## src/rtl/seq_signed_comparator_if.sv

```systemverilog
// Handshake bundle for seq_signed_comparator: operand/op request side and result side.
// Latency: none, wires only.
// Backpressure: in_valid/in_ready on the request side, out_valid/out_ready on the result side.
interface seq_signed_comparator_if #(
  parameter int WIDTH = 32
);
  logic             in_valid;
  logic             in_ready;
  logic [WIDTH-1:0] a;
  logic [WIDTH-1:0] b;
  logic             signed_mode;
  logic [2:0]       op;
  logic             out_valid;
  logic             out_ready;
  logic             result;
  logic             a_lt_b;
  logic             a_eq_b;

  // Producer of operands and consumer of results.
  modport master (
    output in_valid, a, b, signed_mode, op, out_ready,
    input  in_ready, out_valid, result, a_lt_b, a_eq_b
  );

  // The comparator itself.
  modport slave (
    input  in_valid, a, b, signed_mode, op, out_ready,
    output in_ready, out_valid, result, a_lt_b, a_eq_b
  );
endinterface

```

## src/rtl/seq_signed_comparator.sv

```systemverilog
// Chunk-serial signed/unsigned magnitude comparator, MSB chunk first, CHUNK bits per cycle.
// Latency: handshake edge t -> out_valid sampled high at edge t+N+1 (N = WIDTH/CHUNK).
// Backpressure: one op in flight; result held in DONE until out_ready, in_ready only in IDLE.
// Optional macro SEQ_CMP_EARLY_EXIT_EN: leave BUSY as soon as a chunk differs.
module seq_signed_comparator #(
  parameter int WIDTH = 32,
  parameter int CHUNK = 8
) (
  input  logic                   clk,
  input  logic                   rst,
  seq_signed_comparator_if.slave bus
);

  localparam int N  = WIDTH / CHUNK;
  localparam int IW = $clog2(N) + 1;
  localparam logic [IW-1:0] MSB_IDX = IW'(N - 1);

  localparam logic [2:0] OP_LT = 3'd0;
  localparam logic [2:0] OP_LE = 3'd1;
  localparam logic [2:0] OP_GT = 3'd2;
  localparam logic [2:0] OP_GE = 3'd3;
  localparam logic [2:0] OP_EQ = 3'd4;
  localparam logic [2:0] OP_NE = 3'd5;

  typedef enum logic [1:0] {
    IDLE = 2'd0,
    BUSY = 2'd1,
    DONE = 2'd2
  } state_t;

  state_t           state_q;
  logic [WIDTH-1:0] a_q;
  logic [WIDTH-1:0] b_q;
  logic             sm_q;
  logic [2:0]       op_q;
  logic             lt_q;
  logic             gt_q;
  logic [IW-1:0]    idx_q;
  logic             in_ready_q;
  logic             out_valid_q;
  logic             result_q;
  logic             a_lt_b_q;
  logic             a_eq_b_q;

  logic [CHUNK-1:0] ca;
  logic [CHUNK-1:0] cb;
  logic             lt_d;
  logic             gt_d;
  logic             eq_d;
  logic             result_d;
  logic             finish_d;

  // Compare the current top chunk and fold it into the sticky lt/gt flags.
  always_comb begin
    ca = a_q[WIDTH-1 -: CHUNK];
    cb = b_q[WIDTH-1 -: CHUNK];
    // Flipping the sign bit of the MSB chunk maps two's-complement order onto unsigned order.
    if (sm_q && (idx_q == MSB_IDX)) begin
      ca[CHUNK-1] = ~ca[CHUNK-1];
      cb[CHUNK-1] = ~cb[CHUNK-1];
    end
    lt_d = lt_q | (~(lt_q | gt_q) & (ca < cb));
    gt_d = gt_q | (~(lt_q | gt_q) & (ca > cb));
    eq_d = ~lt_d & ~gt_d;
`ifdef SEQ_CMP_EARLY_EXIT_EN
    finish_d = (idx_q == '0) | lt_d | gt_d;
`else
    finish_d = (idx_q == '0);
`endif
    case (op_q)
      OP_LT:   result_d = lt_d;
      OP_LE:   result_d = lt_d | eq_d;
      OP_GT:   result_d = gt_d;
      OP_GE:   result_d = gt_d | eq_d;
      OP_EQ:   result_d = eq_d;
      OP_NE:   result_d = ~eq_d;
      default: result_d = 1'b0;
    endcase
  end

  // Control FSM: latch request, walk chunks MSB-first by shifting, hold result until accepted.
  always_ff @(posedge clk) begin
    if (rst) begin
      state_q     <= IDLE;
      in_ready_q  <= 1'b0;
      out_valid_q <= 1'b0;
      result_q    <= 1'b0;
      a_lt_b_q    <= 1'b0;
      a_eq_b_q    <= 1'b0;
      lt_q        <= 1'b0;
      gt_q        <= 1'b0;
      idx_q       <= '0;
    end else begin
      case (state_q)
        IDLE: begin
          if (bus.in_valid && in_ready_q) begin
            a_q        <= bus.a;
            b_q        <= bus.b;
            sm_q       <= bus.signed_mode;
            op_q       <= bus.op;
            lt_q       <= 1'b0;
            gt_q       <= 1'b0;
            idx_q      <= MSB_IDX;
            in_ready_q <= 1'b0;
            state_q    <= BUSY;
          end else begin
            in_ready_q <= 1'b1;
          end
        end
        BUSY: begin
          lt_q  <= lt_d;
          gt_q  <= gt_d;
          a_q   <= a_q << CHUNK;
          b_q   <= b_q << CHUNK;
          idx_q <= idx_q - IW'(1);
          if (finish_d) begin
            state_q     <= DONE;
            out_valid_q <= 1'b1;
            result_q    <= result_d;
            a_lt_b_q    <= lt_d;
            a_eq_b_q    <= eq_d;
          end
        end
        DONE: begin
          if (bus.out_ready) begin
            state_q     <= IDLE;
            out_valid_q <= 1'b0;
            in_ready_q  <= 1'b1;
          end
        end
        default: begin
          state_q     <= IDLE;
          in_ready_q  <= 1'b0;
          out_valid_q <= 1'b0;
        end
      endcase
    end
  end

  assign bus.in_ready  = in_ready_q;
  assign bus.out_valid = out_valid_q;
  assign bus.result    = result_q;
  assign bus.a_lt_b    = a_lt_b_q;
  assign bus.a_eq_b    = a_eq_b_q;

endmodule

```

## src/flat_wrapper.sv

```systemverilog
// flat-port wrapper written by rule: the top's interface ports become plain ports
module seq_signed_comparator_flat 
#(
  parameter int WIDTH = 32,
  parameter int CHUNK = 8
)
  (clk, rst, bus_in_valid, bus_a, bus_b, bus_signed_mode, bus_op, bus_out_ready, bus_in_ready, bus_out_valid, bus_result, bus_a_lt_b, bus_a_eq_b);
  seq_signed_comparator_if #(.WIDTH(WIDTH)) bus_i ();
  input  logic clk;
  input  logic rst;
  input wire logic [$bits(bus_i.in_valid)-1:0] bus_in_valid;
  input wire logic [$bits(bus_i.a)-1:0] bus_a;
  input wire logic [$bits(bus_i.b)-1:0] bus_b;
  input wire logic [$bits(bus_i.signed_mode)-1:0] bus_signed_mode;
  input wire logic [$bits(bus_i.op)-1:0] bus_op;
  input wire logic [$bits(bus_i.out_ready)-1:0] bus_out_ready;
  output wire logic [$bits(bus_i.in_ready)-1:0] bus_in_ready;
  output wire logic [$bits(bus_i.out_valid)-1:0] bus_out_valid;
  output wire logic [$bits(bus_i.result)-1:0] bus_result;
  output wire logic [$bits(bus_i.a_lt_b)-1:0] bus_a_lt_b;
  output wire logic [$bits(bus_i.a_eq_b)-1:0] bus_a_eq_b;
  assign bus_i.in_valid = bus_in_valid;
  assign bus_i.a = bus_a;
  assign bus_i.b = bus_b;
  assign bus_i.signed_mode = bus_signed_mode;
  assign bus_i.op = bus_op;
  assign bus_i.out_ready = bus_out_ready;
  assign bus_in_ready = bus_i.in_ready;
  assign bus_out_valid = bus_i.out_valid;
  assign bus_result = bus_i.result;
  assign bus_a_lt_b = bus_i.a_lt_b;
  assign bus_a_eq_b = bus_i.a_eq_b;
  seq_signed_comparator #(.WIDTH(WIDTH), .CHUNK(CHUNK)) u_core (.clk(clk), .rst(rst), .bus(bus_i));
endmodule
```

## config.mk

```make
export PLATFORM = sky130hd
export DESIGN_NAME = seq_signed_comparator_flat
export DESIGN_NICKNAME = d
export VERILOG_FILES = /design/src/rtl/seq_signed_comparator_if.sv /design/src/rtl/seq_signed_comparator.sv /design/src/flat_wrapper.sv
export SDC_FILE = /design/constraint.sdc
export NUM_CORES = 1
export LEC_CHECK = 0
export BUFFER_PORTS_ARGS = -buffer_cell sky130_fd_sc_hd__buf_4
export CORE_MARGIN = 3
export CORE_UTILIZATION = 58
export DETAILED_ROUTE_END_ITERATION = 8
export PLACE_DENSITY = 0.84
export SYNTH_ARGS = -nofsm -noshare
export SYNTH_HDL_FRONTEND = slang
export SYNTH_SLANG_ARGS = --single-unit
export TNS_END_PERCENT = 1
```

## constraint.sdc

```tcl
create_clock -name clk -period 19.75 [get_ports clk]
set_input_delay 2.9625 -clock clk [delete_from_list [all_inputs] [get_ports clk]]
set_output_delay 2.9625 -clock clk [all_outputs]
set_load 0.02 [all_outputs]
```

==> impl_metrics.py <==
metrics = {
    "run_status": {
        "status": "completed",
    },
    "sta": {
        "maxSlewViolCount": 0,
        "finalClockSkew_ns": 0.01267,
        "setup_viol": 0,
        "final.setup.tns_ns": 0,
        "fin_crit_sh_pct": 20.25,
        "max_slew_margin_pct": 45.23,
        "hold_violations": 0,
        "worstMarginPinSlew_ns": 0.8215,
        "fmax_mhz": 250.1,
        "rsz0062_at_grt": "no",
        "fin_crit_ns": 3.999,
    },
    "drt": {
        "dr.pass1.iters": 4,
        "ant_nets": 0,
        "drc_errors": 0,
        "via_per_inst": 5.396,
        "vias": 2180,
        "drtIter0Drc": 87,
        "wire_per_inst_um": 15.15,
        "wl_mm": 6.122,
    },
    "logic_synthesis": {
        "synth_warnings": 0,
        "synth_top_area_share_pct": 56.57,
        "synth.area.top_cells": "edfxtp_1 57%, mux2_2 15%, dfxtp_1 6.7%, ha_1 3.5%, nor2b_1 3.5%",
        "synthAdderAreaFrac_pct": 3.466,
        "syn_nets": 330,
        "yosysMostFrequentCell": "edfxtp_1",
        "syn-cell-area_um2": 3610,
        "synthCells": 248,
        "yosysTopAreaCell": "edfxtp_1",
        "synthArstFlopShare_pct": 0,
        "seq_area_frac_synth_pct": 63.22,
        "muxShareOfSynthArea_pct": 15.84,
        "synth-edff-count": 68,
        "synth-simple-area-share_pct": 10.05,
        "synth_ff_type": "edfxtp_1",
        "synth_cell_types": 38,
        "netlist_top_cells_count": "68 x edfxtp_1, 49 x mux2_2, 20 x nor2b_1",
        "ys_ff_latch": 80,
        "synth_top_family_by_area": "multiplexers",
        "synth_xor_area_share_pct": 0.4853,
        "syn_area_per_cell_um2": 14.56,
        "synth-compound-area-share_pct": 4.402,
    },
    "setup_path": {
        "crit_fanout": 64,
        "worstPathArrival_ns": 3.97,
        "timing.critical_path.from_type": "input pin",
        "critPathKind": "input pin to flop",
        "crit_required_ns": 19.72,
        "endpoint_kind": "flop",
    },
    "place": {
        "dp_cells": 389,
        "place.gp.congestion": 0.7979,
        "dp_hpwl_mm": 4.004,
        "portBuffers": 76,
    },
    "cells_and_area": {
        "drive_gt1_share_pct": 45.29,
        "nFillCells": 395,
        "fin_cells": 404,
        "nets": 407,
        "area_delta_synth_final_pct": 24.30,
        "num_antenna_cells": 0,
    },
    "clock_network": {
        "clockRootBuffer": "clkbuf_8",
        "clock_path_buffers": 2,
        "cts_buffers": 9,
        "htreeDepth": 3,
        "hold_buffers": 0,
        "cts_tree": "yes",
        "cts_sinks": 80,
        "postCtsSetupBuffers": 0,
        "clkTransAtPathRegs_ns": 0.08,
        "ctsResizeCount": 0,
        "insertion_delay_ns": 0.35,
    },
    "power": {
        "power_leakage_nw": 1.690,
        "power_density_nw_per_um2": 86.85,
        "ir_worst_vdd_mv": 0.05843,
    },
    "global_routing": {
        "use_met3_pct": 5.534,
        "grt_usage_pct": 17.85,
        "grt_first_pass_wirelength_mm": 9.949,
        "grt_max_degree": 71,
        "top_usage_layer": "met2",
        "grt_overflow": 0,
        "grt_pass1_vias": 2228,
        "grt_use_met1_pct": 20.68,
        "grt_use_met2_pct": 29.82,
        "grt_antenna_before_repair": 0,
    },
    "floorplan": {
        "die_h_um": 84.89,
        "start_util_pct": 60.25,
        "coreArea_um2": 5991,
        "ios": 77,
        "rows": 28,
        "die_area_um2": 7206,
        "die_x_um": 84.89,
    },
    "flow_run": {
        "drv_cap": 0,
    },
    "min_path": {
        "hold_class": "flop to flop",
    },
}
## cell families (layout without fill, tap and decap cells)
family,Yosys count,after routing
flops,80,80
compound gates,25,25
xor+xnor,2,2
mux,51,51
simple gates,58,58
fa+ha+maj,10,10
buf+inv,22,103
## critical path, stage by stage
cell	delay [ns]
buf_4	0.18
nor3_2	0.15
buf_4	0.63
## final timing paths
| check | startpoint | end | slack, ns | cells after the start |
|---|---|---|---|---|
| setup reg to reg | u_core.state_q[0]$_SDFFE_PP0P_ | u_core.a_q[19]$_DFFE_PP_ | 17.74 | 3 |
| hold reg to reg | u_core.bus.out_valid$_SDFFE_PP0P_ | u_core.bus.out_valid$_SDFFE_PP0P_ | 0.51 | 2 |
| hold / removal | u_core.bus.out_valid$_SDFFE_PP0P_ | u_core.bus.out_valid$_SDFFE_PP0P_ | 0.51 | 2 |
| setup / recovery | rst | u_core.b_q[29]$_DFFE_PP_ | 15.75 | 3 |
## metrics by stage
step	utilization [%]	area (um^2)	setup slack [ns]	power [mW]	hold WS [ns]
floorplan	-	3610	11.44	0.2343	0.4850
global placement	70.91	4248	15.40	0.2496	0.4698
detailed placement	70.91	4248	15.39	0.2511	0.4846
CTS	74.90	4487	15.76	0.3926	0.5040
global route	74.90	4487	15.67	0.4059	0.5439
finish	74.90	4487	15.75	0.3897	0.5050
## cell usage in the layout (no fill, tap or decap), types with 2 or more instances in the layout
cell type  Yosys  final
inv_6          0      2
ha_1          10     10
or3_1          2      2
mux2_2        49     49
a21oi_1       12     12
nand2_1        4      4
nand3b_1       2      2
a211oi_1       2      2
nor2_1        10     10
dfxtp_1       12     12
clkbuf_8       0      9
nor3_1         5      4
nor2b_1       20     19
nand3_1        3      3
inv_1         10     10
edfxtp_1      68     68
bufinv_16      0      3
nand4b_1       2      2
buf_4          0     78
mux2i_1        2      2
o21ai_0        4      4
## power breakdown
group / leakage, nW / total, mW / internal (mW) / switching (mW)
sequential: 0.724 / 0.200 / 0.196 / 0.00413
clock: 0.116 / 0.142 / 0.0841 / 0.0582
combinational: 0.850 / 0.0470 / 0.0262 / 0.0208
total: 1.69 / 0.390 / 0.307 / 0.0831
## layer usage
metal  vias up  routed length, um
met5         -                  0
met4         0                188
met3        19                408
met2        70               3098
met1      1011               2426
li1       1080                  -
## sequential cells by signal, indices dropped and copies added, names as in the netlist, 2 cells and up
signal and cells:
u_core.a_q 32, u_core.b_q 32, u_core.idx_q 3, u_core.op_q 3
u_core.state_q 2
## layout make-up
cell class	count	area [um^2]	share of cell area, %
clock buffers	9	123.9	2.761
multi-input cells	146	1249	27.83
well taps	75	93.84	2.091
clock inverters	6	115.1	2.566
inverters	10	37.54	0.8366
flip-flops and latches	80	2282	50.86
repair buffers	78	585.6	13.05
(Power assumes the default switching activity.)
